### config.mk
export PLATFORM = sky130hd
export DESIGN_NAME = uart_word_tx
export DESIGN_NICKNAME = d
export VERILOG_FILES = /design/src/rtl/uart_word_tx.sv
export SDC_FILE = /design/constraint.sdc
export NUM_CORES = 1
export LEC_CHECK = 0
export CAP_MARGIN = 10
export CORE_ASPECT_RATIO = 1.25
export CORE_UTILIZATION = 40
export DETAILED_ROUTE_END_ITERATION = 10
export HOLD_SLACK_MARGIN = 0.12
export SYNTH_ARGS = -nofsm -noshare
export SYNTH_HDL_FRONTEND = slang
export SYNTH_SLANG_ARGS = --single-unit
### constraint.sdc
create_clock -name clk_i -period 4.1 [get_ports clk_i]
set_clock_uncertainty 0.15 [all_clocks]
set_input_delay 0.615 -clock clk_i [delete_from_list [all_inputs] [get_ports clk_i]]
set_output_delay 0.615 -clock clk_i [all_outputs]
set_load 0.1 [all_outputs]
### src/rtl/uart_word_tx.sv
// Serialises a 32-bit word as four back-to-back 8N1 UART frames.
// Accepts on tx_valid_i & tx_ready_o and holds the word until the last stop bit has been sent.
module uart_word_tx #(
  parameter int CLKS_PER_BIT = 868,
  parameter bit MSB_FIRST    = 1'b1
) (
  input  logic        clk_i,
  input  logic        rst_n,
  input  logic        tx_valid_i,
  output logic        tx_ready_o,
  input  logic [31:0] tx_data_i,
  output logic        tx_o,
  output logic        busy_o,
  output logic        done_o,
  output logic        drop_o
);

  localparam int BAUD_W = (CLKS_PER_BIT > 1) ? $clog2(CLKS_PER_BIT) : 1;
  localparam logic [BAUD_W-1:0] BAUD_MAX = BAUD_W'(CLKS_PER_BIT - 1);

  typedef enum logic [1:0] {IDLE, START, DATA, STOP} state_t;

  state_t            state, state_nxt;
  logic [BAUD_W-1:0] baud_cnt, baud_nxt;
  logic [2:0]        bit_cnt, bit_nxt, bit_inc;
  logic [1:0]        byte_cnt, byte_nxt;
  logic [31:0]       shreg, shreg_nxt;
  logic [7:0]        cur_byte;
  logic              tx_nxt, busy_nxt, done_nxt, drop_nxt;
  logic              baud_end;

  assign tx_ready_o = (state == IDLE);
  assign baud_end   = (baud_cnt == BAUD_MAX);
  assign bit_inc    = bit_cnt + 3'd1;
  // The byte on the wire always sits at the leading end of the shift register.
  assign cur_byte   = MSB_FIRST ? shreg[31:24] : shreg[7:0];

  always_comb begin
    state_nxt = state;
    baud_nxt  = baud_cnt;
    bit_nxt   = bit_cnt;
    byte_nxt  = byte_cnt;
    shreg_nxt = shreg;
    tx_nxt    = tx_o;
    busy_nxt  = busy_o;
    done_nxt  = 1'b0;
    drop_nxt  = drop_o | (tx_valid_i & ~tx_ready_o);

    if (state != IDLE) begin
      baud_nxt = baud_end ? '0 : baud_cnt + BAUD_W'(1);
    end

    case (state)
      IDLE: begin
        if (tx_valid_i) begin
          state_nxt = START;
          shreg_nxt = tx_data_i;
          tx_nxt    = 1'b0;
          busy_nxt  = 1'b1;
          baud_nxt  = '0;
          bit_nxt   = '0;
          byte_nxt  = '0;
        end
      end
      START: begin
        if (baud_end) begin
          state_nxt = DATA;
          bit_nxt   = '0;
          tx_nxt    = cur_byte[0];
        end
      end
      DATA: begin
        if (baud_end) begin
          if (bit_cnt == 3'd7) begin
            state_nxt = STOP;
            tx_nxt    = 1'b1;
          end else begin
            bit_nxt = bit_inc;
            tx_nxt  = cur_byte[bit_inc];
          end
        end
      end
      STOP: begin
        if (baud_end) begin
          if (byte_cnt == 2'd3) begin
            state_nxt = IDLE;
            done_nxt  = 1'b1;
            busy_nxt  = 1'b0;
          end else begin
            // Next start bit follows the stop bit directly, no idle gap.
            state_nxt = START;
            byte_nxt  = byte_cnt + 2'd1;
            tx_nxt    = 1'b0;
            shreg_nxt = MSB_FIRST ? {shreg[23:0], 8'h00} : {8'h00, shreg[31:8]};
          end
        end
      end
      default: state_nxt = IDLE;
    endcase
  end

  always_ff @(posedge clk_i or negedge rst_n) begin
    if (!rst_n) begin
      state    <= IDLE;
      baud_cnt <= '0;
      bit_cnt  <= '0;
      byte_cnt <= '0;
      tx_o     <= 1'b1;
      busy_o   <= 1'b0;
      done_o   <= 1'b0;
      drop_o   <= 1'b0;
    end else begin
      state    <= state_nxt;
      baud_cnt <= baud_nxt;
      bit_cnt  <= bit_nxt;
      byte_cnt <= byte_nxt;
      tx_o     <= tx_nxt;
      busy_o   <= busy_nxt;
      done_o   <= done_nxt;
      drop_o   <= drop_nxt;
    end
  end

  always_ff @(posedge clk_i) begin
    shreg <= shreg_nxt;
  end

endmodule

==> flow_summary_export.csv, run 1 <==
group,metric,value,unit
timing,setup_tns,0,ns
setup_path,cp_max_fo,9,
logic_synthesis,synth-seq-area-share,57.4,%
setup_path,required,3.34,ns
place,place_congestion,0.702,
setup_path,end_kind,"output port",
logic_synthesis,ys_ff_latch,53,
layout,n_fill_cell,556,
pwr,vdd_drop_max,0.189,mV
clock_tree,clock_latency,0.30,ns
timing,max_slew_margin,25.1,%
logic_synthesis,synthFlopType,"edfxtp_1",
timing,setup_slack,0.962,ns
layout,drive_gt1_share,19.4,%
route,vias,1627,
logic_synthesis,yosysWarnings,0,
clock_tree,clk_pin_slew,0.09,ns
grt,grt_usage,14.3,%
clock_tree,htree_levels,2,
route,antenna_left,0,
clock_tree,cts_tree,"yes",
timing,hold_violations,0,
die,fp.dieH,92.0,um
layout,multi_input_area,0.00106,mm^2
die,dieWidth,74.0,um
logic_synthesis,netlist_area,0.00259,mm^2
timing,fin_crit,3.14,ns
route,avgRoutedWirePerCell,13.7,um
grt,antenna_found_initial,0,
timing,max_freq,319,MHz
pwr,leakage,0.00115,uW
layout,antenna_cells,0,
route,drt_iter0_markers,58,
die,rows,32,
setup_path,regToRegSetupSlack,1.73,ns
timing,setup_viol,0,
timing,fin_crit_sh,76.5,%
clock_tree,ctsResizeCount,0,
timing,grt_setup_unrepaired,"false",
place,dpl_worst_slack,1.29,ns
setup_path,critPathLaunchType,"register",
timing,whs,0.318,ns
clock_tree,post_cts_buffers,0,
logic_synthesis,async_flop_share,39.6,%
timing,worstMarginPinSlew,1.12,ns
layout,seq_area,0.00149,mm^2
layout,area_growth,22.5,%
setup_path,rr_worst_depth,5,
clock_tree,cts.path.max_buffers,2,
logic_synthesis,synth_nets,237,
die,io_pins,40,
worst_hold_path,holdPathStages,1,
place,portBuffers,39,
run,maxCapViolations,0,
route,drt-pass1-iter-count,6,
die,core_region_area,0.00621,mm^2
place,dp_hpwl,3070,um
worst_hold_path,hold_path_class,"register to register",
clock_tree,holdBufCountCts,0,
layout,nets,279,
logic_synthesis,synth_cell_type_count,44,
clock_tree,clock_sinks,53,
grt,grt_overflow,0,
logic_synthesis,avgSynthCellArea,13.4,um^2
setup_path,cp.arrival,2.37,ns
route,route.detailed.drc,0,
grt,grt_max_degree,33,
setup_path,critPathKind,"register to output port",
logic_synthesis,synth_edf_count,32,
clock_tree,cts_root_buf,"clkbuf_8",
grt,grt_pass1_wl,7460,um
logic_synthesis,syn_inst,194,
pwr,power.density,294,mW/mm^2
die,dieArea,0.00680,mm^2
route,viasPerCell,5.05,
grt,grt_pass1_vias,1574,
status,status,"finished, final reports clean",
timing,drv_slew,0,
die,initial_utilization,41.7,%
route,wl,4410,um
clock_tree,cts_made_buffers,5,
==> layout by cell type, fill, tap and decap left out, types with 2 or more instances in the layout <==
cell type,count
a21o_1,2
a21oi_1,4
a22o_1,4
a31oi_1,6
and3_1,2
buf_4,2
clkbuf_8,6
clkdlybuf4s50_1,39
dfrtp_1,20
edfxtp_1,32
ha_1,8
inv_1,6
mux2_2,27
mux2i_1,4
mux4_2,2
nand2_1,13
nand2b_1,2
nand3_1,2
nand4_1,3
nor2_1,7
nor2b_1,12
o211ai_1,3
o21ai_0,6
or2_2,2
==> power breakdown <==
part	switching [uW]	internal, uW	leakage [uW]
clock network	173	138	0.0000445
registers	0.264	567	0.000532
logic	15.9	39.5	0.000573
==> synthesized netlist by cell type (2+ instances only) <==
library cell	count	area share [%]
nand2_1	13	1.9
edfxtp_1	32	37
a21o_1	2	0.58
clkbuf_1	3	0.43
buf_1	2	0.29
mux4_2	2	1.7
mux2_2	27	12
dfrtp_1	20	19
a22o_1	4	1.4
mux2i_1	4	1.5
inv_1	6	0.87
nand3_1	2	0.39
o21ai_0	6	1.2
and3_1	2	0.48
ha_1	8	3.9
o211ai_1	3	0.87
or2_2	2	0.48
nand2b_1	2	0.48
nor2_1	8	1.2
a21oi_1	4	0.77
nand4_1	3	0.72
a31oi_1	6	1.4
nor2b_1	12	2.9
==> worst max-delay path: stages, from the launching register on <==
cell and delay, ns:
dfrtp_1 0.41, inv_1 0.12, ha_1 0.35, clkdlybuf4s50_1 1.19
==> flip-flops by register name (all words and copies together) (netlist names) <==
register,count
baud_cnt,10
byte_cnt,2
bit_cnt,3
shreg,32
done_o,1
state,2
drop_o,1
tx_o,1
busy_o,1
==> metrics by stage <==
| stage | util, % | cell area (um^2) | cells | total power [uW] |
|---|---|---|---|---|
| floorplan | - | 2590 | 194 | 596 |
| global placement | 49.6 | 3080 | 314 | 634 |
| detailed placement | 49.6 | 3080 | 314 | 635 |
| CTS | 51.1 | 3170 | 322 | 946 |
| global route | 51.1 | 3170 | 322 | 970 |
| finish | 51.1 | 3170 | 322 | 933 |
==> final cells by class <==
cell class / instances / share of cell area [%]
tap: 85 / 3.35
clock inverter: 1 / 0.237
clock buffer: 7 / 2.72
timing repair buffer: 41 / 12.8
multi-input combinational: 129 / 33.3
inverter: 6 / 0.710
sequential: 53 / 46.9
==> final timing paths <==
check                                          to             startpoint
max                                    tx_ready_o   state[0]$_DFFE_PN0P_
min                              drop_o$_DFF_PN0_       drop_o$_DFF_PN0_
max reg2reg                 baud_cnt[7]$_DFF_PN0_  baud_cnt[0]$_DFF_PN0_
min reg2reg                      drop_o$_DFF_PN0_       drop_o$_DFF_PN0_
max in group asynchronous  bit_cnt[2]$_DFFE_PN0P_                  rst_n
min in group asynchronous   baud_cnt[3]$_DFF_PN0_                  rst_n
==> cells by family after synthesis <==
group	after synthesis	share of synthesized area (%)
AND/OR/NAND/NOR	53	12.1
flip-flops	53	57.4
multiplexers	34	15.6
AO/OA/AOI/OAI	32	8.41
buffers and inverters	12	1.88
adder cells (fa/ha/maj)	8	3.86
XOR/XNOR	2	0.676
==> metal layers <==
layer,track usage (%),routed length [um],vias up
li1,-,-,811
met1,18.7,1990,771
met2,22.5,2130,38
met3,3.85,211,7
met4,5.29,71,0
met5,0,0,-
Power figures use the tool's default switching activity.
==> run 2: changes to the inputs <==
==> constraint.sdc (replaced) <==
create_clock -name clk_i -period 3.1 [get_ports clk_i]
set_clock_uncertainty 0.15 [all_clocks]
set_input_delay 0.465 -clock clk_i [delete_from_list [all_inputs] [get_ports clk_i]]
set_output_delay 0.465 -clock clk_i [all_outputs]
set_load 0.1 [all_outputs]
==> flow_summary_export.csv, run 2 (synthesis results as in run 1) <==
group,metric,value,unit
clock_tree,cts_tree,"yes",
timing,setup_viol,0,
route,drt-pass1-iter-count,4,
setup_path,critPathLaunchType,"register",
route,antenna_left,0,
clock_tree,ctsResizeCount,0,
pwr,power_frac_clock,32.1,%
timing,setup_tns,0,ns
pwr,vdd_drop_max,0.209,mV
grt,grt_busiest_layer,"met2",
layout,largest_reg_flops,32,
layout,drive_gt1_share,23.2,%
route,viasPerCell,5.04,
grt,grtUsageMet1,19.4,%
setup_path,regToRegSetupSlack,0.69,ns
clock_tree,holdBufCountCts,0,
grt,grt_max_degree,37,
layout,nets,283,
timing,setup_slack,0.695,ns
layout,postLayoutCellArea,0.00320,mm^2
timing,max_slew_margin,57.4,%
run,maxCapViolations,0,
clock_tree,cts.path.max_buffers,2,
layout,reg_top3,"shreg (32), baud_cnt (10), bit_cnt (3)",
die,core_region_area,0.00621,mm^2
route,route.detailed.drc,0,
clock_tree,cts_made_buffers,5,
grt,grt_pass1_vias,1609,
place,portBuffers,39,
grt,grt_pass1_wl,7550,um
setup_path,crit_path_end,"shreg[31]$_DFFE_PP_",
status,status,"finished, final reports clean",
pwr,sw_frac_of_total,20.7,%
place,place_congestion,0.735,
grt,antenna_found_initial,0,
place,placed_area,0.00311,mm^2
timing,grt_setup_unrepaired,"false",
timing,worstMarginPinSlew,0.636,ns
setup_path,setup.worst_path.start,"baud_cnt[0]$_DFF_PN0_",
pwr,leakage,0.00118,uW
pwr,internal-power,963,uW
clock_tree,clock_sinks,53,
layout,final_cell_mix,"clkdlybuf4s50_1 (34), edfxtp_1 (32), mux2_2 (27), dfrtp_1 (20), nand2_1 (13)",
timing,drv_slew,0,
layout,regMostFlops,"shreg",
setup_path,r2r-start,"baud_cnt[0]$_DFF_PN0_",
timing,fin_crit_sh,77.6,%
clock_tree,clk_pin_slew,0.10,ns
place,dpl_worst_slack,0.698,ns
layout,layout_commonest_cell,"clkdlybuf4s50_1",
timing,whs,0.329,ns
timing,fin_crit,2.41,ns
grt,grt_usage,14.8,%
route,drt_iter0_markers,62,
worst_hold_path,hold_path_class,"register to register",
layout,area_growth,23.7,%
route,vias,1643,
timing,max_freq,416,MHz
clock_tree,htree_levels,2,
pwr,p_comb_share,6.2,%
grt,grt_util_met3,3.30,%
die,rows,32,
die,fp.dieH,92.0,um
pwr,power.density,379,mW/mm^2
clock_tree,clock_latency,0.30,ns
route,wl,4530,um
layout,antenna_cells,0,
setup_path,rr_worst_depth,6,
pwr,p_switching,251,uW
die,io_pins,40,
route,avgRoutedWirePerCell,13.9,um
die,dieWidth,74.0,um
grt,grt_overflow,0,
setup_path,end_kind,"register",
grt,grt.met2_usage,23.7,%
setup_path,r2r-end,"shreg[31]$_DFFE_PP_",
place,dp_hpwl,3240,um
die,dieArea,0.00680,mm^2
setup_path,cp.arrival,2.28,ns
setup_path,critPathKind,"register to register",
pwr,seq_power_share,61.8,%
timing,hold_violations,0,
setup_path,required,2.97,ns
die,initial_utilization,41.7,%
clock_tree,post_cts_buffers,0,
clock_tree,cts_root_buf,"clkbuf_8",
setup_path,cp_max_fo,19,
-- run 2: routing by layer --
metal | wire length (um) | part of all wire [%]
met5 | 0 | 0
met1 | 2030 | 45
met4 | 76 | 1.7
met3 | 156 | 3.4
met2 | 2260 | 50
-- run 2: power by group through the flow --
stage	combinational [uW]	sequential [uW]	clock (uW)
floorplan	17.7	771	0
global placement	74.7	766	0
detailed placement	76.0	766	0
CTS	76.6	750	410
global route	80.8	750	434
finish	74.8	750	390
-- run 2: how the worst min path moves through the flow --
stage | startpoint | end | slack, ns | cells past startpoint
5_1_grt | drop_o$_DFF_PN0_ | drop_o$_DFF_PN0_ | 0.35 | 1
3_5_place_dp | drop_o$_DFF_PN0_ | drop_o$_DFF_PN0_ | 0.32 | 1
3_3_place_gp | drop_o$_DFF_PN0_ | drop_o$_DFF_PN0_ | 0.30 | 1
6_report | drop_o$_DFF_PN0_ | drop_o$_DFF_PN0_ | 0.33 | 1
2_1_floorplan | rst_n | baud_cnt[0]$_DFF_PN0_ | 0.02 | 0
4_1_cts | drop_o$_DFF_PN0_ | drop_o$_DFF_PN0_ | 0.34 | 1
-- run 2: critical path, cell delays in order (launching register included) --
cell	delay, ns
dfrtp_1	0.38
ha_1	0.22
nor4b_4	0.36
and4b_1	0.34
nor2_1	0.09
nor2_4	0.36
buf_12	0.22
-- run 2: stage by stage --
| step | cells | total power (uW) | util (%) |
|---|---|---|---|
| after floorplan | 194 | 788 | - |
| after global placement | 318 | 840 | 50.2 |
| after detailed placement | 318 | 841 | 50.2 |
| after CTS | 326 | 1240 | 51.6 |
| after global routing | 326 | 1270 | 51.6 |
| final | 326 | 1210 | 51.6 |
-- run 2: final cells by class --
type | instances | area (um^2)
Fill cell | 551 | 3000
Sequential cell | 53 | 1490
Multi-Input combinational cell | 129 | 1060
Timing Repair Buffer | 45 | 435
Tap cell | 85 | 106
Clock buffer | 5 | 68.8
Inverter | 6 | 22.5
Clock inverter | 3 | 21.3
==> run 3: changes to the inputs <==
==> constraint.sdc (replaced) <==
create_clock -name clk_i -period 2.5 [get_ports clk_i]
set_clock_uncertainty 0.15 [all_clocks]
set_input_delay 0.375 -clock clk_i [delete_from_list [all_inputs] [get_ports clk_i]]
set_output_delay 0.375 -clock clk_i [all_outputs]
set_load 0.1 [all_outputs]
==> flow_summary_export.csv, run 3 (synthesis results as in run 1) <==
group,metric,value,unit
clock_tree,cts_root_buf,"clkbuf_8",
layout,n_fill_cell,533,
worst_hold_path,hold_path_class,"primary input to async pin",
die,rows,32,
timing,fin_crit_sh,88.6,%
timing,fin_crit,2.22,ns
setup_path,r2r-start,"baud_cnt[0]$_DFF_PN0_",
setup_path,cp_max_fo,32,
die,io_pins,40,
route,vias,1630,
timing,hold_violations,0,
layout,regMostFlops,"shreg",
die,initial_utilization,41.7,%
grt,antenna_found_initial,0,
route,avgRoutedWirePerCell,14.0,um
pwr,vdd_drop_max,0.302,mV
clock_tree,clock_latency,0.30,ns
timing,worstMarginPinSlew,0.624,ns
layout,multi_input_area,0.00108,mm^2
timing,setup_viol,0,
setup_path,cp.arrival,2.08,ns
route,wl,4540,um
route,drt-pass1-iter-count,4,
setup_path,end_kind,"register",
grt,grt_pass1_vias,1611,
clock_tree,clk_pin_slew,0.10,ns
layout,drive_gt1_share,23.3,%
run,maxCapViolations,0,
die,dieWidth,74.0,um
place,dp_hpwl,3110,um
grt,grt_max_degree,33,
layout,seq_area,0.00149,mm^2
timing,grt_setup_unrepaired,"false",
setup_path,worstPathCellList,"ha_1 -> nor4b_4 -> and4b_1 -> nor2_1 -> nor2_4 -> buf_12",
timing,drv_slew,0,
grt,grt_usage,15.0,%
clock_tree,htree_levels,2,
route,viasPerCell,5.02,
clock_tree,post_cts_buffers,0,
layout,reg_top3,"shreg (32), baud_cnt (10), bit_cnt (3)",
layout,final_util,51.8,%
layout,antenna_cells,0,
timing,setup_tns,0,ns
place,portBuffers,39,
place,place_congestion,0.825,
clock_tree,holdBufCountCts,0,
pwr,power.density,469,mW/mm^2
timing,max_slew_margin,58.2,%
die,fp.dieH,92.0,um
die,core_region_area,0.00621,mm^2
setup_path,slowest_delay,0.39,ns
timing,max_freq,451,MHz
route,route.detailed.drc,0,
layout,nets,282,
layout,area_growth,24.0,%
layout,final_cell_mix,"clkdlybuf4s50_1 (34), edfxtp_1 (32), mux2_2 (27), dfrtp_1 (20), nand2_1 (13)",
die,dieArea,0.00680,mm^2
route,antenna_left,0,
layout,layout_commonest_cell,"clkdlybuf4s50_1",
pwr,leakage,0.00117,uW
setup_path,critPathSlowestCell,"dfrtp_1",
pwr,power,1510,uW
clock_tree,clock_sinks,53,
grt,grt_pass1_wl,7560,um
clock_tree,cts_tree,"yes",
layout,largest_reg_flops,32,
setup_path,required,2.36,ns
clock_tree,cts_made_buffers,5,
setup_path,setup.worst_path.start,"baud_cnt[0]$_DFF_PN0_",
grt,grt_overflow,0,
clock_tree,cts.path.max_buffers,2,
route,drt_iter0_markers,65,
setup_path,critPathKind,"register to register",
setup_path,crit_buf_inv,1,
setup_path,crit_family,"simple AND/OR/NAND/NOR gates",
setup_path,critPathLaunchType,"register",
status,status,"finished, final reports clean",
==> run 3: power by group <==
group          total (uW)  switching, uW  internal, uW
logic                92.2           26.7          65.5
clock network         484            286           198
registers             930          0.460           930
total                1510            314          1190
==> run 3: final timing paths <==
kind	end	slack (ns)	depth (start not counted)
min in group clk_i	drop_o$_DFF_PN0_	0.32	1
worst min-delay path	baud_cnt[3]$_DFF_PN0_	0.26	2
max in group asynchronous	tx_o$_DFFE_PN1P_	1.66	2
worst max register to register	shreg[30]$_DFFE_PP_	0.28	6
worst max-delay path	shreg[30]$_DFFE_PP_	0.28	6
worst min register to register	drop_o$_DFF_PN0_	0.32	1
==> run 3: cell type report <==
type | count | area share, %
tap | 85 | 3.31
inverter | 6 | 0.701
sequential | 53 | 46.3
multi-input combinational | 129 | 33.6
clock inverter | 2 | 0.467
timing repair buffer | 44 | 13.3
clock buffer | 6 | 2.26
==> run 3: metal layers <==
metal	vias up	track usage, %	routed length, um	part of all wire, %
met3	5	4.18	210	4.6
met4	0	7.21	85	1.9
met2	39	23.8	2160	48
met1	768	18.6	2080	46
li1	818	-	-	-
met5	-	0	0	0
==> run 3: what timing repair did <==
item	4_1_cts	5_1_grt
resized for setup	0	1
endpoints found under the setup margin	0	4
hold endpoints to repair	0	0
==> run 3: per-stage QoR <==
stage,worst slack (ns),hold slack [ns],cells,instance area (um^2)
detailed placement,0.163,0.303,317,3120
global route,0.177,0.269,325,3210
CTS,0.150,0.254,325,3210
global placement,0.216,0.294,317,3120
floorplan,0.0680,-0.0706,194,2610
finish,0.284,0.256,325,3210
